### config.mk
export PLATFORM = sky130hd
export DESIGN_NAME = spi_arbiter
export DESIGN_NICKNAME = d
export VERILOG_FILES = /design/src/rtl/spi_arbiter_pkg.sv /design/src/rtl/spi_arbiter_rr_picker.sv /design/src/rtl/spi_arbiter.sv
export SDC_FILE = /design/constraint.sdc
export NUM_CORES = 1
export LEC_CHECK = 0
export ABC_CLOCK_PERIOD_IN_PS = 3200
export BUFFER_PORTS_ARGS = -buffer_cell sky130_fd_sc_hd__buf_2
export CAP_MARGIN = 20
export CELL_PAD_IN_SITES_DETAIL_PLACEMENT = 0
export CELL_PAD_IN_SITES_GLOBAL_PLACEMENT = 1
export CORE_MARGIN = 5
export CORE_UTILIZATION = 37
export DETAILED_ROUTE_END_ITERATION = 7
export PLACE_DENSITY_LB_ADDON = 0.1
export SKIP_CTS_REPAIR_TIMING = 1
export SLEW_MARGIN = 10
export SYNTH_ARGS = -nofsm -noshare
export SYNTH_HDL_FRONTEND = slang
export SYNTH_SLANG_ARGS = --single-unit
### constraint.sdc
create_clock -name clk -period 3.2 [get_ports clk]
set_input_delay 0.16 -clock clk [delete_from_list [all_inputs] [get_ports clk]]
set_output_delay 0.16 -clock clk [all_outputs]
set_load 0.005 [all_outputs]
### src/rtl/spi_arbiter_pkg.sv
// Shared types and constants for the SPI shifter arbiter.
// Covers the FSM state encoding, the one-hot target codes and the requester indices.
package spi_arbiter_pkg;

    typedef enum logic [2:0] {
        IDLE  = 3'd0,
        SETUP = 3'd1,
        SHIFT = 3'd2,
        WAIT  = 3'd3,
        HOLD  = 3'd4,
        GAP   = 3'd5
    } arb_state_e;

    localparam logic [2:0] TGT_FLASH = 3'b001;
    localparam logic [2:0] TGT_LED1  = 3'b010;
    localparam logic [2:0] TGT_LED2  = 3'b100;

    localparam int REQ_CPU   = 0;
    localparam int REQ_LED   = 1;
    localparam int REQ_FLASH = 2;

    function automatic logic is_onehot3(input logic [2:0] t);
        return (t == TGT_FLASH) || (t == TGT_LED1) || (t == TGT_LED2);
    endfunction

endpackage

### src/rtl/spi_arbiter_rr_picker.sv
// Combinational round-robin selector: scans req starting one past rr_ptr
// and returns the first set requester as one-hot plus its index.
module rr_picker #(
    parameter int N_REQ = 3,
    parameter int PTR_W = (N_REQ > 1) ? $clog2(N_REQ) : 1
) (
    input  logic [N_REQ-1:0] req,
    input  logic [PTR_W-1:0] rr_ptr,
    output logic [N_REQ-1:0] win,
    output logic [PTR_W-1:0] win_idx,
    output logic             valid
);

    always_comb begin
        int idx;
        idx     = 0;
        win     = '0;
        win_idx = '0;
        valid   = 1'b0;
        for (int off = 1; off <= N_REQ; off++) begin
            idx = (int'(rr_ptr) + off) % N_REQ;
            if (!valid && req[idx]) begin
                valid        = 1'b1;
                win[idx]     = 1'b1;
                win_idx      = PTR_W'(idx);
            end
        end
    end

endmodule

### src/rtl/spi_arbiter.sv
// Shares one 8-bit SPI shifter between N_REQ requesters, granting whole bursts
// round-robin and sequencing the chip selects around each burst.
module spi_arbiter
    import spi_arbiter_pkg::*;
#(
    parameter int N_REQ    = 3,
    parameter int CS_SETUP = 2,
    parameter int CS_HOLD  = 2,
    parameter int CS_GAP   = 1
) (
    input  logic                 clk,
    input  logic                 rstb,
    input  logic [N_REQ-1:0]     req,
    input  logic [3*N_REQ-1:0]   tgt,
    input  logic [8*N_REQ-1:0]   tx_data,
    input  logic [N_REQ-1:0]     tx_last,
    output logic [N_REQ-1:0]     ack,
    output logic [7:0]           rx_data,
    output logic [N_REQ-1:0]     rx_valid,
    output logic [N_REQ-1:0]     grant,
    output logic [N_REQ-1:0]     err,
    output logic [2:0]           cs_b,
    output logic                 sh_start,
    output logic [2:0]           sh_sel,
    output logic [7:0]           sh_tx,
    input  logic [7:0]           sh_rx,
    input  logic                 sh_done,
    output logic                 busy
);

    localparam int PTR_W = (N_REQ > 1) ? $clog2(N_REQ) : 1;

    arb_state_e       state, state_nx, hold_nx;
    logic [3:0]       cnt;
    logic [PTR_W-1:0] rr_ptr, own;
    logic             last_flag, pend;

    logic [N_REQ-1:0] pick;
    logic [PTR_W-1:0] pick_idx;
    logic             pick_vld;
    logic [2:0]       pick_tgt;

    logic do_grant, do_err, do_shift, do_release, done_fire, burst_end;

    rr_picker #(
        .N_REQ (N_REQ),
        .PTR_W (PTR_W)
    ) u_picker (
        .req     (req),
        .rr_ptr  (rr_ptr),
        .win     (pick),
        .win_idx (pick_idx),
        .valid   (pick_vld)
    );

    assign pick_tgt   = tgt[3*int'(pick_idx) +: 3];
    assign done_fire  = (state == WAIT) && !pend && sh_done;
    assign burst_end  = last_flag || !req[own];
    assign busy       = (state != IDLE);
    assign do_shift   = (state_nx == SHIFT);
    assign do_release = (state_nx == GAP) && (state != GAP);

    // The sh_done edge already counts toward CS_HOLD, so a hold of 1 skips HOLD entirely.
    always_comb begin
        hold_nx = (CS_HOLD == 1) ? GAP : HOLD;
    end

    always_comb begin
        state_nx = state;
        do_grant = 1'b0;
        do_err   = 1'b0;
        case (state)
            IDLE: begin
                if (pick_vld) begin
                    if (is_onehot3(pick_tgt)) begin
                        do_grant = 1'b1;
                        state_nx = SETUP;
                    end else begin
                        do_err = 1'b1;
                    end
                end
            end
            SETUP: if (cnt == 4'(CS_SETUP - 1)) state_nx = SHIFT;
            SHIFT: state_nx = WAIT;
            // pend marks the spacer cycle between a byte's sh_done and the next sh_start
            WAIT: begin
                if (pend)
                    state_nx = req[own] ? SHIFT : hold_nx;
                else if (sh_done && burst_end)
                    state_nx = hold_nx;
            end
            HOLD:    if (cnt == 4'(CS_HOLD - 1)) state_nx = GAP;
            GAP:     if (cnt == 4'(CS_GAP - 1))  state_nx = IDLE;
            default: state_nx = IDLE;
        endcase
    end

    always_ff @(posedge clk) begin
        if (!rstb) begin
            state     <= IDLE;
            cnt       <= '0;
            rr_ptr    <= PTR_W'(N_REQ - 1);
            own       <= '0;
            last_flag <= 1'b0;
            pend      <= 1'b0;
            grant     <= '0;
            cs_b      <= 3'b111;
            sh_sel    <= '0;
            sh_start  <= 1'b0;
            sh_tx     <= '0;
            ack       <= '0;
            err       <= '0;
            rx_valid  <= '0;
            rx_data   <= '0;
        end else begin
            state <= state_nx;
            if (state_nx != state)
                cnt <= (state_nx == HOLD) ? 4'd1 : 4'd0;
            else
                cnt <= cnt + 4'd1;

            err <= do_err ? pick : '0;
            if (do_err)
                rr_ptr <= pick_idx;

            if (do_grant) begin
                rr_ptr <= pick_idx;
                own    <= pick_idx;
                grant  <= pick;
                cs_b   <= ~pick_tgt;
                sh_sel <= pick_tgt;
            end

            sh_start <= do_shift;
            ack      <= do_shift ? grant : '0;
            if (do_shift) begin
                sh_tx     <= tx_data[8*int'(own) +: 8];
                last_flag <= tx_last[own];
            end

            pend     <= done_fire && !burst_end;
            rx_valid <= done_fire ? grant : '0;
            if (done_fire)
                rx_data <= sh_rx;

            if (do_release) begin
                grant  <= '0;
                cs_b   <= 3'b111;
                sh_sel <= '0;
            end
        end
    end

endmodule
==> summary.txt <==
Placement
  • Routability Congestion: 0.821
  • HPWL after DPL: 5.79 mm
  • # port buffers: 85

CTS
  • CTS max path bufs: 2
  • CTS Root Cell: clkbuf_8
  • H-tree depth: 2
  • CTS sink cnt: 48
  • Clk pin slew, worst setup/hold paths: 90 ps
  • TritonCTS clock tree: done
  • Number of CTS-inserted buffers: 5
  • Skew-Pair Late Insertion Delay: 310 ps

Global route
  • Vias in the first global route: 2420
  • All-layer global routing usage: 16.2%
  • Overflow after GRT: 0
  • First-pass GRT wire length: 11.6 mm
  • Initial antenna violation count: 0
  • Pin count of the biggest net entering global routing: 28

Run status
  • Outcome: completed

Setup path
  • Worst Path Buf+Inv: 5
  • Crit-path leading delay family: buffers and inverters
  • CP Class: flip-flop to flip-flop
  • Slack of the worst reg-to-reg path: 200 ps
  • Crit-path max FO: 7
  • CP arrival: about 3200 ps
  • Most frequent CP cell: buf_4
  • Worst-path cell chain: inv_1 > buf_4 > ha_1 > nor2b_1 > mux2i_1 > a211oi_2 > buf_4 > nand2b_1 > buf_4 > and2_1 > buf_4 > o21bai_2 > nand3_4 > mux2_1
  • WP data required: 3410 ps
  • R2R Path End: cs_b[0]
  • Slowest stage delay, CP: roughly 340 ps
  • Startpoint types: flip-flop
  • CP startpoint: rr_ptr[0]
  • R2r startpoint: rr_ptr[0]
  • CP max-delay cell: dfxtp_1
  • Reg2reg path depth: 14
  • CP endpoint kind: flip-flop

Cells and area
  • Most frequent cells in the layout: buf_2 (85), nand2_1 (65), dfxtp_1 (48)
  • Syn-to-layout area delta: 33.8%
  • # diodes: 0
  • Most common cell after layout, fill and taps aside: buf_2
  • Nets: 487
  • Fin util: 50.6%
  • FILL cells: about 740
  • Share of cells above drive strength 1: 34.8%

Power
  • Pwr/cell area: 984 nW/um2
  • Leak: 1.63 nW
  • Max VDD drop: 596 uV

Route
  • Avg Vias per Cell: 4.84
  • DRC: 0
  • Routed Antenna Nets: 0
  • TritonRoute pass-1 iters: 4
  • Met2 routed WL: 3.52 mm
  • DR top layer: met4
  • WL met1: 3.44 mm
  • Vias: 2565
  • WL/cell: 13.9 um
  • DRT iter0 DRCs: 50
  • Met3 Routed Length: 314 um
  • Routed wire length: 7.35 mm

Floorplanning
  • Die width: 95.8 um
  • Core region area: 7210 um2
  • Row count: 31
  • DIE HEIGHT: 95.8 um
  • Ports: 86
  • Die area: 9180 um2
  • Starting density of the core: between 30% and 40%

STA
  • Final setup viols: 0
  • Fin Clk Skew: 8.63 ps
  • WHS: around 77 ps
  • Part of the cycle the worst path needs: 93.6%
  • Slew HR: between 50% and 60%
  • Shortest period the worst path allows: 3000 ps
  • Least-Margin Pin Slew: 652 ps
  • Peak Freq: 0.334 GHz
  • Unrepaired setup endpoints after global routing: false
  • Fin. Hold Viols: 0
  • Slew Limit Fails: 0

Yosys
  • Post-Synthesis Cell Area: 2730 um2
  • Count of different cell masters after synthesis: 63
  • Main synth FF type: dfxtp_1
  • Mapped Cells: 319
  • Number of synthesized flops with an enable pin: 0
  • Synth async-reset ratio: 0%
  • Syn Nets: 376
  • Syn avg cell area: 8.54 um2
  • Number of synthesized register bits: 48
  • Synth warnings: 0
  • Post-synthesis sequential area ratio: a little over a third

Worst hold path
  • Hold path start: sh_rx[3]
  • Worst hold stages: 3
  • Worst hold path type: primary input to flip-flop
  • Endpoint with the worst hold slack: rx_data[3]

Job
  • Max cap viols: 0
## cells by family after synthesis
group | Yosys count | share of synthesized area [%]
compound gates | 69 | 20.1
flops | 48 | 35.3
xor+xnor | 2 | 0.643
mux | 32 | 12.3
simple gates | 136 | 24.6
buf+inv | 25 | 3.95
fa+ha+maj | 7 | 3.21
## worst max-delay path by stage
stage / slack, ps / depth (start not counted) / endpoint
after floorplan: 330 / 13 / last_flag
after global placement: -180 / 10 / sh_tx[2]
after detailed placement: -270 / 11 / sh_tx[4]
after CTS: -290 / 11 / sh_tx[4]
after global routing: 30 / 12 / cs_b[0]
final: 200 / 14 / cs_b[0]
## metrics by stage
stage	setup WS, ps	instances	power [mW]	setup TNS [ps]	instance area [um2]
global placement	-179	521	2.99	-1580	3450
CTS	-290	529	3.56	-2410	3590
finish	204	530	3.59	0	3650
floorplan	327	319	2.26	0	2730
detailed placement	-274	521	3.01	-2270	3450
global route	28.2	530	3.85	0	3650
## tightest hold or removal path, stage by stage
cell and delay (ps):
buf_2 90, nand2_1 40, a21oi_1 50
## report_power, final
group	switching, mW	total, mW	internal (mW)
clock network	0.217	0.532	0.315
registers	0.0870	0.796	0.709
logic	1.16	2.26	1.10
total	1.46	3.59	2.13
## cells in the mapped netlist, drive strengths merged, types with 6 or more instances
library cell | count | share of area, %
and2 | 8 | 1.8
o211ai | 7 | 1.9
nor2b | 6 | 1.4
nand2 | 65 | 9.0
nor2 | 23 | 3.2
a21oi | 18 | 3.7
clkbuf | 10 | 1.4
dfxtp | 48 | 35
mux2i | 27 | 9.9
ha | 7 | 3.2
o21ai | 17 | 3.3
inv | 10 | 1.4
## cell type report
class | count | area [um2] | area share, %
tap | 99 | 124 | 3.40
sequential | 48 | 961 | 26.3
timing repair buffer | 119 | 693 | 19.0
clock buffer | 5 | 68.8 | 1.89
inverter | 10 | 37.5 | 1.03
multi-input combinational | 246 | 1690 | 46.4
clock inverter | 3 | 68.8 | 1.89
## sequential cells by signal, indices dropped and copies added (netlist names)
| signal | count |
|---|---|
| last_flag | 1 |
| sh_sel | 3 |
| rx_valid | 3 |
| sh_tx | 8 |
| own | 2 |
| err | 3 |
| ack | 3 |
| pend | 1 |
| state | 3 |
| rr_ptr | 2 |
| cnt | 4 |
| cs_b | 3 |
| rx_data | 8 |
| sh_start | 1 |
| grant | 3 |
## per-layer routing
metal | up-vias | GRT usage (%)
met2 | 52 | 26.7
met4 | 0 | 4.86
met5 | - | 0
li1 | 1344 | -
met1 | 1163 | 21.4
met3 | 6 | 3.28
Power figures use the tool's default switching activity.
